<file path="config.mk">
export PLATFORM = sky130hd
export DESIGN_NAME = ram_arbiter
export DESIGN_NICKNAME = d
export VERILOG_FILES = /design/src/rtl/ram_arb_pkg.sv /design/src/rtl/rr_arb2.sv /design/src/rtl/ram_arbiter.sv
export SDC_FILE = /design/constraint.sdc
export NUM_CORES = 1
export LEC_CHECK = 0
export BUFFER_PORTS_ARGS = -buffer_cell sky130_fd_sc_hd__buf_2
export CAP_MARGIN = 40
export CORE_AREA = 2 2 59 61
export CTS_CLUSTER_SIZE = 40
export DETAILED_ROUTE_END_ITERATION = 10
export DIE_AREA = 0 0 61 63
export PLACE_DENSITY = 0.83
export SLEW_MARGIN = 25
export SYNTH_ARGS = -nofsm -noshare
export SYNTH_HDL_FRONTEND = slang
export SYNTH_SLANG_ARGS = --single-unit
export TNS_END_PERCENT = 1
</file>
<file path="constraint.sdc">
create_clock -name clk_i -period 2.1 [get_ports clk_i]
set_clock_uncertainty 0.1 [all_clocks]
set_input_delay 0.21 -clock clk_i [delete_from_list [all_inputs] [get_ports clk_i]]
set_output_delay 0.21 -clock clk_i [all_outputs]
set_load 0.02 [all_outputs]
</file>
<file path="src/rtl/ram_arb_pkg.sv">
// Shared defaults, FSM state type and port identifiers for the RAM arbiter.
package ram_arb_pkg;

  localparam int DEF_ADDR_W = 5;
  localparam int DEF_DATA_W = 8;
  localparam int DEF_DEPTH  = 32;

  typedef enum logic {
    ST_IDLE  = 1'b0,
    ST_CLEAR = 1'b1
  } state_e;

  localparam logic PORT_A = 1'b0;
  localparam logic PORT_B = 1'b1;

endpackage

</file>
<file path="src/rtl/rr_arb2.sv">
// Two-port round-robin arbiter with lock-based ownership.
module rr_arb2
  import ram_arb_pkg::*;
(
  input  logic clk_i,
  input  logic rst_ni,
  input  logic en_i,
  input  logic clr_own_i,
  input  logic a_req_i,
  input  logic b_req_i,
  input  logic a_lock_i,
  input  logic b_lock_i,
  output logic a_gnt_o,
  output logic b_gnt_o
);

  logic own_v_q, own_v_d;
  logic own_q, own_d;
  logic last_q, last_d;
  logic own_lock;
  logic hold;

  always_comb begin
    own_lock = (own_q == PORT_A) ? a_lock_i : b_lock_i;
    hold     = own_v_q && own_lock;

    a_gnt_o = 1'b0;
    b_gnt_o = 1'b0;
    if (en_i) begin
      if (hold) begin
        // a locked owner blocks the other port even when it is not requesting
        if (own_q == PORT_A) a_gnt_o = a_req_i;
        else                 b_gnt_o = b_req_i;
      end else if (a_req_i && b_req_i) begin
        if (last_q == PORT_A) b_gnt_o = 1'b1;
        else                  a_gnt_o = 1'b1;
      end else begin
        a_gnt_o = a_req_i;
        b_gnt_o = b_req_i;
      end
    end

    own_v_d = hold;
    own_d   = own_q;
    last_d  = last_q;
    if (a_gnt_o) begin
      last_d = PORT_A;
      if (a_lock_i) begin
        own_v_d = 1'b1;
        own_d   = PORT_A;
      end
    end
    if (b_gnt_o) begin
      last_d = PORT_B;
      if (b_lock_i) begin
        own_v_d = 1'b1;
        own_d   = PORT_B;
      end
    end
    if (clr_own_i) own_v_d = 1'b0;
  end

  always_ff @(posedge clk_i or negedge rst_ni) begin
    if (!rst_ni) begin
      own_v_q <= 1'b0;
      own_q   <= PORT_A;
      last_q  <= PORT_B;
    end else begin
      own_v_q <= own_v_d;
      own_q   <= own_d;
      last_q  <= last_d;
    end
  end

endmodule

</file>
<file path="src/rtl/ram_arbiter.sv">
// Two-port single-RAM arbiter with a full-RAM clear sweep.
// state    | meaning
// ST_IDLE  | arbitrate port A/B accesses onto the RAM
// ST_CLEAR | write 0 to every address, ascending, one per cycle
module ram_arbiter
  import ram_arb_pkg::*;
#(
  parameter int ADDR_W = DEF_ADDR_W,
  parameter int DATA_W = DEF_DATA_W,
  parameter int DEPTH  = DEF_DEPTH
) (
  input  logic              clk_i,
  input  logic              rst_ni,
  input  logic              a_req_i,
  input  logic              a_we_i,
  input  logic [ADDR_W-1:0] a_addr_i,
  input  logic [DATA_W-1:0] a_wdata_i,
  input  logic              a_lock_i,
  output logic              a_gnt_o,
  output logic              a_rvalid_o,
  output logic [DATA_W-1:0] a_rdata_o,
  input  logic              b_req_i,
  input  logic              b_we_i,
  input  logic [ADDR_W-1:0] b_addr_i,
  input  logic [DATA_W-1:0] b_wdata_i,
  input  logic              b_lock_i,
  output logic              b_gnt_o,
  output logic              b_rvalid_o,
  output logic [DATA_W-1:0] b_rdata_o,
  input  logic              clr_i,
  output logic              busy_o,
  output logic              done_o,
  output logic              ram_wen_o,
  output logic [ADDR_W-1:0] ram_addr_o,
  output logic [DATA_W-1:0] ram_din_o,
  input  logic [DATA_W-1:0] ram_dout_i
);

  localparam logic [ADDR_W-1:0] CNT_LAST = ADDR_W'(DEPTH - 1);

  state_e            state_q, state_d;
  logic [ADDR_W-1:0] cnt_q, cnt_d;
  logic              done_q, done_d;
  logic              a_rvalid_q, b_rvalid_q;
  logic [DATA_W-1:0] a_rdata_q, b_rdata_q;
  logic              arb_en, clr_own;
  logic              a_rd, b_rd;

  // reset gates the grants so nothing reaches the RAM while rst_ni is low
  assign arb_en  = rst_ni && (state_q == ST_IDLE) && !clr_i;
  assign clr_own = (state_q == ST_IDLE) && clr_i;

  rr_arb2 u_rr_arb2 (
    .clk_i     (clk_i),
    .rst_ni    (rst_ni),
    .en_i      (arb_en),
    .clr_own_i (clr_own),
    .a_req_i   (a_req_i),
    .b_req_i   (b_req_i),
    .a_lock_i  (a_lock_i),
    .b_lock_i  (b_lock_i),
    .a_gnt_o   (a_gnt_o),
    .b_gnt_o   (b_gnt_o)
  );

  assign a_rd = a_gnt_o && !a_we_i;
  assign b_rd = b_gnt_o && !b_we_i;

  always_comb begin
    state_d    = state_q;
    cnt_d      = cnt_q;
    done_d     = 1'b0;
    busy_o     = 1'b0;
    ram_wen_o  = 1'b0;
    ram_addr_o = '0;
    ram_din_o  = '0;
    case (state_q)
      ST_IDLE: begin
        if (clr_i) begin
          state_d = ST_CLEAR;
          cnt_d   = '0;
        end else if (a_gnt_o) begin
          ram_wen_o  = a_we_i;
          ram_addr_o = a_addr_i;
          ram_din_o  = a_wdata_i;
        end else if (b_gnt_o) begin
          ram_wen_o  = b_we_i;
          ram_addr_o = b_addr_i;
          ram_din_o  = b_wdata_i;
        end
      end
      ST_CLEAR: begin
        busy_o     = 1'b1;
        ram_wen_o  = 1'b1;
        ram_addr_o = cnt_q;
        cnt_d      = cnt_q + ADDR_W'(1);
        if (cnt_q == CNT_LAST) begin
          state_d = ST_IDLE;
          done_d  = 1'b1;
        end
      end
      default: state_d = ST_IDLE;
    endcase
  end

  always_ff @(posedge clk_i or negedge rst_ni) begin
    if (!rst_ni) begin
      state_q    <= ST_IDLE;
      cnt_q      <= '0;
      done_q     <= 1'b0;
      a_rvalid_q <= 1'b0;
      b_rvalid_q <= 1'b0;
      a_rdata_q  <= '0;
      b_rdata_q  <= '0;
    end else begin
      state_q    <= state_d;
      cnt_q      <= cnt_d;
      done_q     <= done_d;
      a_rvalid_q <= a_rd;
      b_rvalid_q <= b_rd;
      if (a_rd) a_rdata_q <= ram_dout_i;
      if (b_rd) b_rdata_q <= ram_dout_i;
    end
  end

  assign done_o     = done_q;
  assign a_rvalid_o = a_rvalid_q;
  assign b_rvalid_o = b_rvalid_q;
  assign a_rdata_o  = a_rdata_q;
  assign b_rdata_o  = b_rdata_q;

endmodule

</file>
==> flow_results.xml, run 1 <==
<?xml version="1.0" encoding="UTF-8"?>
<metrics>
  <group name="die">
    <metric name="die_y" unit="µm">63</metric>
    <metric name="initial_utilization" unit="">0.412</metric>
    <metric name="floorplan.core_area" unit="µm²">3230</metric>
    <metric name="placement_rows" unit="">21</metric>
    <metric name="die_x" unit="µm">61</metric>
    <metric name="io-pin-count" unit="">79</metric>
    <metric name="die_outline_area" unit="µm²">3840</metric>
  </group>
  <group name="power_and_ir_drop">
    <metric name="switchingPower" unit="µW">655</metric>
    <metric name="power.density_cell_area" unit="nW/µm²">918</metric>
    <metric name="share_comb_of_total_power" unit="">0.392</metric>
    <metric name="swShare" unit="">0.347</metric>
    <metric name="max-vdd-ir-drop" unit="V">0.000445</metric>
    <metric name="p_seq_frac" unit="">0.423</metric>
    <metric name="leakage" unit="µW">0.00108</metric>
    <metric name="power_frac_clock" unit="">0.185</metric>
    <metric name="internal_power" unit="µW">1230</metric>
  </group>
  <group name="critical_path">
    <metric name="reg2reg_setup_slack" unit="ns">0.04</metric>
    <metric name="crit_fanout" unit="">3</metric>
    <metric name="critical_path.startpoint_type" unit="">flop</metric>
    <metric name="timing.setup.critical_path_class" unit="">reg -&gt; out</metric>
    <metric name="cp_data_arrival_time" unit="ns">2.00</metric>
    <metric name="worst_r2r_startpoint" unit="">u_rr_arb2.last_q</metric>
    <metric name="critical_path.reg2reg.endpoint" unit="">a_rdata_o[7]</metric>
    <metric name="worstSetupEndpointType" unit="">output port</metric>
    <metric name="worst-endpoint-required" unit="ns">1.79</metric>
    <metric name="worst_r2r_path_depth" unit="">6</metric>
  </group>
  <group name="global_route">
    <metric name="grt_pass1_vias" unit="">1312</metric>
    <metric name="grtUsageTotal" unit="">0.197</metric>
    <metric name="largest_net_degree_at_the_start_of_global_routing" unit="">29</metric>
    <metric name="antenna_violations_before_repair" unit="">0</metric>
    <metric name="gr-total-overflow" unit="">0</metric>
    <metric name="first_pass_grt_wire_length" unit="µm">5660</metric>
  </group>
  <group name="synth">
    <metric name="ys_warn_count" unit="">0</metric>
    <metric name="synth.avg_cell_area" unit="µm²">12.5</metric>
    <metric name="synth-edff-count" unit="">0</metric>
    <metric name="synthMostInstantiatedCell" unit="">sky130_fd_sc_hd__dfrtp_1</metric>
    <metric name="ff_latch_count_synth" unit="">28</metric>
    <metric name="fraction_of_registers_with_async_set_or_reset_after_synthesis" unit="">1.00</metric>
    <metric name="synthCells" unit="">106</metric>
    <metric name="synthDominantCellAreaShare" unit="">0.508</metric>
    <metric name="syn_nets" unit="">151</metric>
    <metric name="synth.distinct_cells" unit="">28</metric>
    <metric name="yosys-top-cells-area" unit="">sky130_fd_sc_hd__dfrtp_1 51%, sky130_fd_sc_hd__mux2_2 14%, sky130_fd_sc_hd__a22o_1 7.2%</metric>
    <metric name="synth_top_area_cell" unit="">sky130_fd_sc_hd__dfrtp_1</metric>
    <metric name="cell_area_after_synthesis" unit="µm²">1330</metric>
    <metric name="ys_seq_area_frac" unit="">0.528</metric>
    <metric name="ys_top_cells_by_count" unit="">27 x sky130_fd_sc_hd__dfrtp_1, 16 x sky130_fd_sc_hd__mux2_2, 11 x sky130_fd_sc_hd__a22o_1</metric>
    <metric name="synth-main-ff-cell" unit="">sky130_fd_sc_hd__dfrtp_1</metric>
  </group>
  <group name="finish">
    <metric name="diodes" unit="">0</metric>
    <metric name="final_nets" unit="">248</metric>
    <metric name="finish.cell_count_without_fillers" unit="">248</metric>
    <metric name="area_growth_syn_to_layout" unit="%">54.6</metric>
    <metric name="layout.filler_cells" unit="">267</metric>
    <metric name="drive_gt1_frac" unit="">0.589</metric>
  </group>
  <group name="sta">
    <metric name="finalCritPeriodShare" unit="">1.10</metric>
    <metric name="report.final.slew_viol_count" unit="">0</metric>
    <metric name="timing.slew.headroom" unit="">0.762</metric>
    <metric name="final.setup.worst_slack" unit="ns">-0.213</metric>
    <metric name="worst_pin_slew" unit="ns">0.357</metric>
    <metric name="finalSetupViolations" unit="">15</metric>
    <metric name="fmaxAchievable" unit="MHz">432</metric>
    <metric name="final_hold_viol_count" unit="">0</metric>
    <metric name="rsz0062_at_grt" unit="">yes</metric>
    <metric name="timing.hold.ws" unit="ns">0.0207</metric>
    <metric name="period_needed" unit="ns">2.31</metric>
  </group>
  <group name="place">
    <metric name="gp_congestion" unit="">0.761</metric>
    <metric name="worst_slack_after_detailed_placement" unit="ns">0.124</metric>
    <metric name="detailed_place_hpwl" unit="µm">2740</metric>
    <metric name="post-place-cells" unit="">236</metric>
    <metric name="portBuffers" unit="">78</metric>
  </group>
  <group name="routing">
    <metric name="detail_route.iter0.violations" unit="">26</metric>
    <metric name="drt_pre_antenna_iters" unit="">4</metric>
    <metric name="avgRoutedWirePerCell" unit="µm">15.3</metric>
    <metric name="post-route-drc-count" unit="">0</metric>
    <metric name="via_count" unit="">1272</metric>
    <metric name="antenna_violating_nets_post_route" unit="">0</metric>
    <metric name="avgViaCountPerCell" unit="">5.13</metric>
    <metric name="routed_wl" unit="µm">3800</metric>
  </group>
  <group name="hold_path">
    <metric name="hp-class" unit="">in -&gt; reg</metric>
    <metric name="holdCritStartpoint" unit="">ram_dout_i[6]</metric>
    <metric name="min_delay_worst_endpoint" unit="">a_rdata_o[6]</metric>
    <metric name="holdPathStages" unit="">2</metric>
  </group>
  <group name="clocking">
    <metric name="clock_tree_from_tritoncts" unit="">yes</metric>
    <metric name="tritoncts_num_sinks" unit="">28</metric>
    <metric name="clk_pin_slew" unit="ns">0.15</metric>
    <metric name="clock-root-buffer" unit="">sky130_fd_sc_hd__clkbuf_4</metric>
    <metric name="htree_levels" unit="">1</metric>
    <metric name="insertion_delay" unit="ns">0.32</metric>
    <metric name="cts-root-to-sink-buffers" unit="">2</metric>
    <metric name="cts_inserted_buffers" unit="">3</metric>
  </group>
  <group name="run">
    <metric name="drv_cap" unit="">0</metric>
  </group>
  <group name="run_status">
    <metric name="status" unit="">finished, violations left</metric>
    <metric name="failing_checks" unit="">negative setup slack</metric>
  </group>
</metrics>
## state kept, by name, indices dropped and copies added, names as in the netlist
register / count
u_rr_arb2.last_q: 1
a_rvalid_o: 1
a_rdata_o: 8
cnt_q: 5
done_o: 1
state_q: 1
u_rr_arb2.own_v_q: 1
b_rdata_o: 8
u_rr_arb2.own_q: 1
b_rvalid_o: 1
## cells by family (layout without fill, tap and decap cells)
| logic type | Yosys count | count (layout) | synth area share |
|---|---|---|---|
| AOI/OAI and AO/OA | 30 | 30 | 0.180 |
| muxes | 16 | 16 | 0.135 |
| and+or+nand+nor | 25 | 25 | 0.119 |
| adders and majority gates | 2 | 2 | 0.0188 |
| xor gates and xnor gates | 1 | 1 | 0.00659 |
| DFF | 28 | 28 | 0.528 |
| buffers and inverters | 4 | 100 | 0.0132 |
## power by group through the flow
stage | registers [µW] | logic (µW) | clock network (µW)
global placement | 796 | 688 | 0
finish | 798 | 740 | 350
detailed placement | 803 | 701 | 0
CTS | 794 | 709 | 365
global route | 821 | 818 | 387
floorplan | 861 | 389 | 0
## placed cells by master (no fill, tap or decap)
cell type                       Yosys  routed
sky130_fd_sc_hd__ha_1               2       2
sky130_fd_sc_hd__buf_4              0       8
sky130_fd_sc_hd__buf_2              2      68
sky130_fd_sc_hd__nor2_2             1       1
sky130_fd_sc_hd__buf_12             0       1
sky130_fd_sc_hd__o211ai_1           1       1
sky130_fd_sc_hd__and2_1             8       8
sky130_fd_sc_hd__a2111o_1           1       1
sky130_fd_sc_hd__mux2_2            16      16
sky130_fd_sc_hd__a32oi_1            1       1
sky130_fd_sc_hd__inv_1              1       1
sky130_fd_sc_hd__nand4_1            2       2
sky130_fd_sc_hd__or3b_1             1       1
sky130_fd_sc_hd__nor3_2             1       1
sky130_fd_sc_hd__a221o_1            6       6
sky130_fd_sc_hd__dfstp_2            1       1
sky130_fd_sc_hd__o21a_1             1       1
sky130_fd_sc_hd__clkbuf_4           0       3
sky130_fd_sc_hd__dfrtp_2            0       1
sky130_fd_sc_hd__nor3_4             1       1
sky130_fd_sc_hd__nor2_4             1       2
sky130_fd_sc_hd__buf_6              0      14
sky130_fd_sc_hd__dlygate4sd3_1      0       4
sky130_fd_sc_hd__nor2b_1            1       1
sky130_fd_sc_hd__xnor2_1            1       1
sky130_fd_sc_hd__a22o_1            11      11
sky130_fd_sc_hd__a21oi_1            1       1
sky130_fd_sc_hd__nand2_1            5       4
sky130_fd_sc_hd__o21ai_0            6       6
sky130_fd_sc_hd__bufinv_16          0       1
sky130_fd_sc_hd__dfrtp_1           27      26
sky130_fd_sc_hd__nand2_2            0       1
sky130_fd_sc_hd__a31oi_1            2       2
sky130_fd_sc_hd__and3_1             1       1
sky130_fd_sc_hd__nor2_1             3       2
## critical path: stages, from the launching register on
cell and delay, ns:
sky130_fd_sc_hd__dfstp_2 0.57, sky130_fd_sc_hd__nand2_2 0.07, sky130_fd_sc_hd__o211ai_1 0.32, sky130_fd_sc_hd__nor2_2 0.12
sky130_fd_sc_hd__buf_4 0.16, sky130_fd_sc_hd__a221o_1 0.31, sky130_fd_sc_hd__buf_6 0.14
## through the flow
stage	utilization	power [µW]	cell area [µm²]	TNS, ns
CTS	0.610	1870	1970	-2.60
floorplan	-	1250	1330	0
finish	0.636	1890	2060	-2.38
global route	0.636	2030	2060	-3.85
global placement	0.571	1480	1840	0
detailed placement	0.571	1500	1840	0
## worst max path at each step
stage,cells after the start,endpoint,start,slack [ns]
4_1_cts,6,ram_wen_o,u_rr_arb2.last_q,-0.20
3_3_place_gp,6,ram_din_o[4],u_rr_arb2.last_q,0.15
2_1_floorplan,5,ram_addr_o[3],u_rr_arb2.last_q,0.06
6_report,6,ram_wen_o,u_rr_arb2.last_q,-0.21
3_5_place_dp,6,ram_din_o[4],u_rr_arb2.last_q,0.12
5_1_grt,6,ram_wen_o,u_rr_arb2.last_q,-0.30
## layout make-up
class | instances | area, µm² | area share
clock buffers | 3 | 22.5 | 0.0110
flip-flops and latches | 28 | 703 | 0.342
well taps | 46 | 57.6 | 0.0280
repair buffers | 95 | 618 | 0.301
clock inverters | 1 | 30.0 | 0.0146
multi-input cells | 74 | 621 | 0.302
inverters | 1 | 3.75 | 0.00183
## what timing repair did
item                                    in CTS  in global routing
gates cloned                                 0                  2
hold buffers                                 2                  2
hold endpoints to repair                    28                  3
pin swaps                                    3                  8
buffers inserted                             1                  1
endpoints found under the setup margin      15                 22
gates resized for setup                     15                 15
## per-layer routing
layer,GRT usage,part of all wire
met5,0,0
met4,0.0326,0.0029
met3,0.0580,0.10
met2,0.360,0.52
met1,0.220,0.37
No activity file was read; power rests on OpenSTA's default activity.
==> run 2: changes to the inputs <==
--- a/config.mk
+++ b/config.mk
@@ -11,7 +11,7 @@
 export CTS_CLUSTER_SIZE = 40
 export DETAILED_ROUTE_END_ITERATION = 10
 export DIE_AREA = 0 0 61 63
-export PLACE_DENSITY = 0.83
+export PLACE_DENSITY = 0.74
 export SLEW_MARGIN = 25
 export SYNTH_ARGS = -nofsm -noshare
 export SYNTH_HDL_FRONTEND = slang
==> flow_results.xml, run 2 (synthesized netlist as in run 1, its figures left out) <==
<?xml version="1.0" encoding="UTF-8"?>
<metrics>
  <group name="clocking">
    <metric name="tritoncts_num_sinks" unit="">28</metric>
    <metric name="cts_inserted_buffers" unit="">3</metric>
    <metric name="clock_tree_from_tritoncts" unit="">yes</metric>
    <metric name="clock-root-buffer" unit="">sky130_fd_sc_hd__clkbuf_4</metric>
    <metric name="htree_levels" unit="">1</metric>
    <metric name="cts-root-to-sink-buffers" unit="">2</metric>
    <metric name="insertion_delay" unit="ns">0.32</metric>
    <metric name="clk_pin_slew" unit="ns">0.15</metric>
  </group>
  <group name="global_route">
    <metric name="antenna_violations_before_repair" unit="">0</metric>
    <metric name="grtUsageTotal" unit="">0.206</metric>
    <metric name="grt_pass1_vias" unit="">1312</metric>
    <metric name="largest_net_degree_at_the_start_of_global_routing" unit="">27</metric>
    <metric name="gr-total-overflow" unit="">0</metric>
    <metric name="first_pass_grt_wire_length" unit="µm">5860</metric>
  </group>
  <group name="routing">
    <metric name="detail_route.iter0.violations" unit="">18</metric>
    <metric name="drt_pre_antenna_iters" unit="">4</metric>
    <metric name="avgViaCountPerCell" unit="">5.13</metric>
    <metric name="avgRoutedWirePerCell" unit="µm">15.9</metric>
    <metric name="antenna_violating_nets_post_route" unit="">0</metric>
    <metric name="post-route-drc-count" unit="">0</metric>
    <metric name="routed_wl" unit="µm">3890</metric>
    <metric name="via_count" unit="">1257</metric>
  </group>
  <group name="power_and_ir_drop">
    <metric name="p_seq_frac" unit="">0.433</metric>
    <metric name="share_comb_of_total_power" unit="">0.425</metric>
    <metric name="internal_power" unit="µW">1170</metric>
    <metric name="leakage" unit="µW">0.00107</metric>
    <metric name="max-vdd-ir-drop" unit="V">0.000528</metric>
    <metric name="swShare" unit="">0.362</metric>
    <metric name="switchingPower" unit="µW">663</metric>
    <metric name="power.density_cell_area" unit="nW/µm²">907</metric>
    <metric name="power_frac_clock" unit="">0.142</metric>
  </group>
  <group name="die">
    <metric name="initial_utilization" unit="">0.412</metric>
    <metric name="die_outline_area" unit="µm²">3840</metric>
    <metric name="die_y" unit="µm">63</metric>
    <metric name="die_x" unit="µm">61</metric>
    <metric name="floorplan.core_area" unit="µm²">3230</metric>
    <metric name="placement_rows" unit="">21</metric>
    <metric name="io-pin-count" unit="">79</metric>
  </group>
  <group name="place">
    <metric name="detailed_place_hpwl" unit="µm">2940</metric>
    <metric name="post-place-cells" unit="">234</metric>
    <metric name="placement.cell_area" unit="µm²">1830</metric>
    <metric name="gp_congestion" unit="">0.789</metric>
    <metric name="portBuffers" unit="">78</metric>
  </group>
  <group name="critical_path">
    <metric name="worst-endpoint-required" unit="ns">1.79</metric>
    <metric name="timing.setup.critical_path_class" unit="">reg -&gt; out</metric>
    <metric name="path_cells" unit="">nand2_1 -&gt; o211ai_1 -&gt; nor2_2 -&gt; buf_6 -&gt; a221o_1 -&gt; buf_4</metric>
    <metric name="worst_setup_path_startpoint" unit="">u_rr_arb2.last_q</metric>
    <metric name="slowest_delay" unit="ns">0.58</metric>
    <metric name="crit_fanout" unit="">14</metric>
    <metric name="timing.critical_path.slowest_stage_cell" unit="">sky130_fd_sc_hd__dfstp_2</metric>
    <metric name="cp_data_arrival_time" unit="ns">1.98</metric>
    <metric name="worstSetupEndpointType" unit="">output port</metric>
    <metric name="worst_r2r_startpoint" unit="">u_rr_arb2.last_q</metric>
    <metric name="critical_path.startpoint_type" unit="">flop</metric>
  </group>
  <group name="sta">
    <metric name="worst_pin_slew" unit="ns">0.327</metric>
    <metric name="rsz0062_at_grt" unit="">yes</metric>
    <metric name="final_hold_viol_count" unit="">0</metric>
    <metric name="fmaxAchievable" unit="MHz">437</metric>
    <metric name="period_needed" unit="ns">2.29</metric>
    <metric name="final.setup.worst_slack" unit="ns">-0.187</metric>
    <metric name="finalCritPeriodShare" unit="">1.09</metric>
    <metric name="report.final.slew_viol_count" unit="">0</metric>
    <metric name="timing.slew.headroom" unit="">0.782</metric>
    <metric name="finalSetupViolations" unit="">15</metric>
  </group>
  <group name="finish">
    <metric name="layout.cell_area.non_filler" unit="µm²">2020</metric>
    <metric name="diodes" unit="">0</metric>
    <metric name="layout.cells.most_common" unit="">sky130_fd_sc_hd__buf_2</metric>
    <metric name="area_growth_syn_to_layout" unit="%">51.6</metric>
    <metric name="layout.filler_cells" unit="">269</metric>
    <metric name="final_cell_mix" unit="">64 x sky130_fd_sc_hd__buf_2, 27 x sky130_fd_sc_hd__dfrtp_1, 16 x sky130_fd_sc_hd__mux2_2, 13 x sky130_fd_sc_hd__buf_6, 12 x sky130_fd_sc_hd__buf_4</metric>
    <metric name="final_nets" unit="">245</metric>
    <metric name="finish.cell_count_without_fillers" unit="">245</metric>
    <metric name="drive_gt1_frac" unit="">0.588</metric>
  </group>
  <group name="run_status">
    <metric name="status" unit="">finished, violations left</metric>
    <metric name="failing_checks" unit="">negative setup slack</metric>
  </group>
  <group name="hold_path">
    <metric name="hp-class" unit="">in -&gt; reg</metric>
    <metric name="holdCritStartpoint" unit="">ram_dout_i[7]</metric>
  </group>
  <group name="run">
    <metric name="drv_cap" unit="">0</metric>
  </group>
</metrics>
==> run 2: worst paths after layout <==
kind                                          to  depth (start not counted)  slack (ns)
worst max-delay path               ram_addr_o[2]                          6       -0.19
worst min-delay path                b_rdata_o[7]                          2        0.02
worst max register to register      a_rdata_o[6]                          6        0.04
worst min register to register          cnt_q[3]                          1        0.42
max in group asynchronous       u_rr_arb2.last_q                          3        1.12
min in group asynchronous        u_rr_arb2.own_q                          2        0.18
==> run 2: metal layers <==
metal  vias up  GRT usage  wire length [µm]
met5         -          0                 0
met4         0     0.0625                25
met3         2     0.0311               296
met2        67      0.384              2070
met1       594      0.228              1490
li1        594          -                 -
==> run 2: final cells by class <==
class                           instances  area [µm²]  share of cell area
Clock buffer                            4        36.3              0.0180
Inverter                                1        3.75             0.00186
Multi-Input combinational cell         74         621               0.308
Sequential cell                        28         702               0.348
Tap cell                               46        57.6              0.0285
Timing Repair Buffer                   92         597               0.296
==> run 2: through the flow <==
step	setup WS, ns	util	total power [µW]	hold WS [ns]	TNS [ns]
2_1_floorplan	0.0554	-	1250	-0.186	0
6_report	-0.187	0.624	1830	0.0246	-2.35
3_3_place_gp	0.121	0.566	1490	-0.0700	0
3_5_place_dp	0.0697	0.566	1520	-0.0618	0
4_1_cts	-0.210	0.615	1830	0.00822	-2.72
5_1_grt	-0.261	0.624	1950	0.00807	-3.67
==> run 2: repair_timing <==
action                                  4_1_cts  5_1_grt
gates resized for setup                      29        1
endpoints found under the setup margin       16       24
cloned                                        0        0
pin swaps                                    11        6
hold endpoints to repair                     27        1
setup buffers                                 3        2
hold buffers                                  1        1
==> run 2: critical path: cells and delay by family, from the launching register on <==
kind / cells / cell delay (ns)
AOI/OAI and AO/OA: 2 / 0.58
DFF: 1 / 0.58
buffers and inverters: 2 / 0.32
and+or+nand+nor: 2 / 0.18
==> run 2: power by group through the flow <==
stage	sequential [µW]	combinational [µW]	clock [µW]
finish	793	778	260
global route	814	840	297
CTS	792	777	264
detailed placement	801	716	0
global placement	789	696	0
floorplan	861	389	0
==> run 3: changes to the inputs <==
--- a/config.mk
+++ b/config.mk
@@ -5,13 +5,14 @@
 export SDC_FILE = /design/constraint.sdc
 export NUM_CORES = 1
 export LEC_CHECK = 0
+export ABC_AREA = 1
 export BUFFER_PORTS_ARGS = -buffer_cell sky130_fd_sc_hd__buf_2
 export CAP_MARGIN = 40
-export CORE_AREA = 2 2 59 61
+export CORE_AREA = 2 2 62 64
 export CTS_CLUSTER_SIZE = 40
 export DETAILED_ROUTE_END_ITERATION = 10
-export DIE_AREA = 0 0 61 63
-export PLACE_DENSITY = 0.74
+export DIE_AREA = 0 0 64 66
+export PLACE_DENSITY = 0.73
 export SLEW_MARGIN = 25
 export SYNTH_ARGS = -nofsm -noshare
 export SYNTH_HDL_FRONTEND = slang
==> flow_results.xml, run 3 <==
<?xml version="1.0" encoding="UTF-8"?>
<metrics>
  <group name="sta">
    <metric name="finalCritPeriodShare" unit="">0.981</metric>
    <metric name="finalSetupViolations" unit="">0</metric>
    <metric name="final_hold_viol_count" unit="">0</metric>
    <metric name="fmaxAchievable" unit="MHz">485</metric>
    <metric name="report.final.slew_viol_count" unit="">0</metric>
    <metric name="timing.slew.headroom" unit="">0.770</metric>
    <metric name="timing.hold.ws" unit="ns">0.0462</metric>
    <metric name="period_needed" unit="ns">2.06</metric>
    <metric name="worst_pin_slew" unit="ns">0.345</metric>
    <metric name="rsz0062_at_grt" unit="">yes</metric>
    <metric name="setup_tns" unit="ns">0</metric>
  </group>
  <group name="global_route">
    <metric name="use_met3" unit="">0.0477</metric>
    <metric name="grtUsageTotal" unit="">0.188</metric>
    <metric name="gr-total-overflow" unit="">0</metric>
    <metric name="grt_use_met1" unit="">0.222</metric>
    <metric name="largest_net_degree_at_the_start_of_global_routing" unit="">29</metric>
    <metric name="grt_pass1_vias" unit="">1450</metric>
    <metric name="globalRoute.busiestLayer" unit="">met2</metric>
    <metric name="first_pass_grt_wire_length" unit="µm">6310</metric>
    <metric name="antenna_violations_before_repair" unit="">0</metric>
    <metric name="groute.layer.met2.usage" unit="">0.336</metric>
  </group>
  <group name="synth">
    <metric name="synthDominantCellAreaShare" unit="">0.446</metric>
    <metric name="synth-edff-count" unit="">0</metric>
    <metric name="combinational_family_with_the_most_area_after_synthesis" unit="">simple AND/OR/NAND/NOR gates</metric>
    <metric name="yosys-top-cells-area" unit="">sky130_fd_sc_hd__dfrtp_1 45%, sky130_fd_sc_hd__nand2_1 21%, sky130_fd_sc_hd__o21ai_2 6.9%</metric>
    <metric name="synth_compound_area_frac" unit="">0.0941</metric>
    <metric name="synth_top_area_cell" unit="">sky130_fd_sc_hd__dfrtp_1</metric>
    <metric name="synth.avg_cell_area" unit="µm²">7.94</metric>
    <metric name="synth.distinct_cells" unit="">20</metric>
    <metric name="ys_warn_count" unit="">0</metric>
    <metric name="ff_latch_count_synth" unit="">28</metric>
    <metric name="muxShareOfSynthArea" unit="">0</metric>
    <metric name="ys_seq_area_frac" unit="">0.463</metric>
    <metric name="synth-main-ff-cell" unit="">sky130_fd_sc_hd__dfrtp_1</metric>
    <metric name="syn_nets" unit="">236</metric>
    <metric name="synth-xor-area-share" unit="">0</metric>
    <metric name="fraction_of_registers_with_async_set_or_reset_after_synthesis" unit="">1.00</metric>
    <metric name="cell_area_after_synthesis" unit="µm²">1520</metric>
    <metric name="synthCells" unit="">191</metric>
    <metric name="synthSimpleGateAreaFrac" unit="">0.340</metric>
    <metric name="synth-adder-area-share" unit="">0.0165</metric>
    <metric name="synthMostInstantiatedCell" unit="">sky130_fd_sc_hd__nand2_1</metric>
    <metric name="ys_top_cells_by_count" unit="">83 x sky130_fd_sc_hd__nand2_1, 27 x sky130_fd_sc_hd__dfrtp_1, 23 x sky130_fd_sc_hd__inv_1</metric>
  </group>
  <group name="routing">
    <metric name="routed_wl" unit="µm">3950</metric>
    <metric name="via_count" unit="">1575</metric>
    <metric name="drt_pre_antenna_iters" unit="">6</metric>
    <metric name="detail_route.iter0.violations" unit="">43</metric>
    <metric name="antenna_violating_nets_post_route" unit="">0</metric>
    <metric name="post-route-drc-count" unit="">0</metric>
    <metric name="avgRoutedWirePerCell" unit="µm">11.8</metric>
    <metric name="avgViaCountPerCell" unit="">4.70</metric>
  </group>
  <group name="finish">
    <metric name="final_nets" unit="">333</metric>
    <metric name="drive_gt1_frac" unit="">0.436</metric>
    <metric name="layout.cell_area.non_filler" unit="µm²">2250</metric>
    <metric name="area_growth_syn_to_layout" unit="%">48.1</metric>
    <metric name="finish.utilization" unit="">0.632</metric>
    <metric name="final_cell_mix" unit="">78 x sky130_fd_sc_hd__nand2_1, 66 x sky130_fd_sc_hd__buf_2, 27 x sky130_fd_sc_hd__dfrtp_1, 22 x sky130_fd_sc_hd__inv_1, 14 x sky130_fd_sc_hd__buf_4</metric>
    <metric name="diodes" unit="">0</metric>
    <metric name="layout.cells.most_common" unit="">sky130_fd_sc_hd__nand2_1</metric>
  </group>
  <group name="die">
    <metric name="initial_utilization" unit="">0.427</metric>
    <metric name="die_outline_area" unit="µm²">4220</metric>
    <metric name="die_y" unit="µm">66</metric>
    <metric name="floorplan.core_area" unit="µm²">3550</metric>
    <metric name="placement_rows" unit="">22</metric>
    <metric name="io-pin-count" unit="">79</metric>
    <metric name="die_x" unit="µm">64</metric>
  </group>
  <group name="critical_path">
    <metric name="cp_data_arrival_time" unit="ns">1.75</metric>
    <metric name="critical_path.startpoint_type" unit="">flop</metric>
    <metric name="timing.setup.critical_path_class" unit="">reg -&gt; out</metric>
    <metric name="worstSetupEndpointType" unit="">output port</metric>
    <metric name="crit_fanout" unit="">4</metric>
    <metric name="worst-endpoint-required" unit="ns">1.79</metric>
  </group>
  <group name="clocking">
    <metric name="clock-root-buffer" unit="">sky130_fd_sc_hd__clkbuf_4</metric>
    <metric name="tritoncts_num_sinks" unit="">28</metric>
    <metric name="cts-root-to-sink-buffers" unit="">2</metric>
    <metric name="htree_levels" unit="">1</metric>
    <metric name="insertion_delay" unit="ns">0.32</metric>
    <metric name="clock_tree_from_tritoncts" unit="">yes</metric>
    <metric name="cts_inserted_buffers" unit="">3</metric>
    <metric name="clk_pin_slew" unit="ns">0.14</metric>
  </group>
  <group name="place">
    <metric name="portBuffers" unit="">78</metric>
    <metric name="gp_congestion" unit="">0.812</metric>
    <metric name="placement.cell_area" unit="µm²">1950</metric>
    <metric name="detailed_place_hpwl" unit="µm">2790</metric>
  </group>
  <group name="run_status">
    <metric name="status" unit="">completed</metric>
  </group>
  <group name="power_and_ir_drop">
    <metric name="power.density_cell_area" unit="nW/µm²">955</metric>
    <metric name="leakage" unit="µW">0.00134</metric>
    <metric name="max-vdd-ir-drop" unit="V">0.000557</metric>
  </group>
  <group name="run">
    <metric name="drv_cap" unit="">0</metric>
  </group>
  <group name="hold_path">
    <metric name="hp-class" unit="">in -&gt; reg</metric>
  </group>
</metrics>
[run 3: cell count changes after synthesis, sizes merged, moves of 8 or more]
| cell | before | now |
|---|---|---|
| and2 | 8 | 0 |
| a22o | 11 | 2 |
| nand2 | 5 | 86 |
| inv | 1 | 25 |
| o21ai | 6 | 16 |
| nand3 | 0 | 17 |
| mux2 | 16 | 0 |
[run 3: cell type report]
type / instances / area (µm²)
clock buffers: 3 / 22.5
clock inverters: 1 / 30.0
fillers: 321 / 1310
inverters: 25 / 104
multi-input cells: 134 / 728
flip-flops and latches: 28 / 702
well taps: 48 / 60.1
repair buffers: 94 / 586
repair inverters: 2 / 13.8
[run 3: where the power goes]
part / switching [µW] / total, µW / internal (µW)
logic: 540 / 970 / 430
clock network: 153 / 346 / 193
registers: 129 / 829 / 700
[run 3: worst paths after layout]
kind | start | to | slack [ns] | cells past startpoint
hold / removal | ram_dout_i[7] | b_rdata_o[7] | 0.05 | 3
setup / recovery | u_rr_arb2.own_q | ram_din_o[7] | 0.04 | 9
min in group asynchronous | rst_ni | b_rdata_o[7] | 0.36 | 3
hold reg to reg | a_rdata_o[3] | a_rdata_o[3] | 0.39 | 2
setup reg to reg | u_rr_arb2.own_q | a_rdata_o[6] | 0.25 | 9
max in group asynchronous | rst_ni | u_rr_arb2.last_q | 1.24 | 3
[run 3: timing repair]
item                                    4_1_cts  5_1_grt
pin swaps                                     3        9
setup buffers                                 5        2
hold buffers                                  6        0
resized for setup                             2       36
gates cloned                                  0        2
hold endpoints to repair                     32        0
endpoints found under the setup margin       14       15
[run 3: cell families (layout without fill, tap and decap cells)]
family / Yosys count / after routing
flip-flops: 28 / 28
AO/OA/AOI/OAI: 18 / 18
buffers and inverters: 29 / 125
adder cells (fa/ha/maj): 2 / 2
AND/OR/NAND/NOR: 114 / 114
[run 3: stage by stage]
step,instances,setup WS (ns),power (µW)
after floorplan,191,0.327,1360
after global placement,316,0.346,1630
after detailed placement,316,0.273,1650
after CTS,331,0.00166,2050
after global routing,335,-0.0565,2300
final,335,0.0390,2140
[run 3: worst max-delay path: stages, from the launching register on]
cell and delay, ns:
sky130_fd_sc_hd__dfrtp_1 0.45, sky130_fd_sc_hd__nand2_2 0.10, sky130_fd_sc_hd__nand4_1 0.18, sky130_fd_sc_hd__buf_4 0.20, sky130_fd_sc_hd__nand2_4 0.07, sky130_fd_sc_hd__nand2_4 0.07
sky130_fd_sc_hd__clkinvlp_4 0.10, sky130_fd_sc_hd__nand2_1 0.06, sky130_fd_sc_hd__nand2_1 0.07, sky130_fd_sc_hd__buf_4 0.14
[run 3: routing by layer]
layer | part of all wire | wire length [µm] | vias up
li1 | - | - | 791
met1 | 0.40 | 1570 | 718
met2 | 0.51 | 2000 | 64
met3 | 0.090 | 357 | 2
met4 | 0.0038 | 15 | 0
met5 | 0 | 0 | -
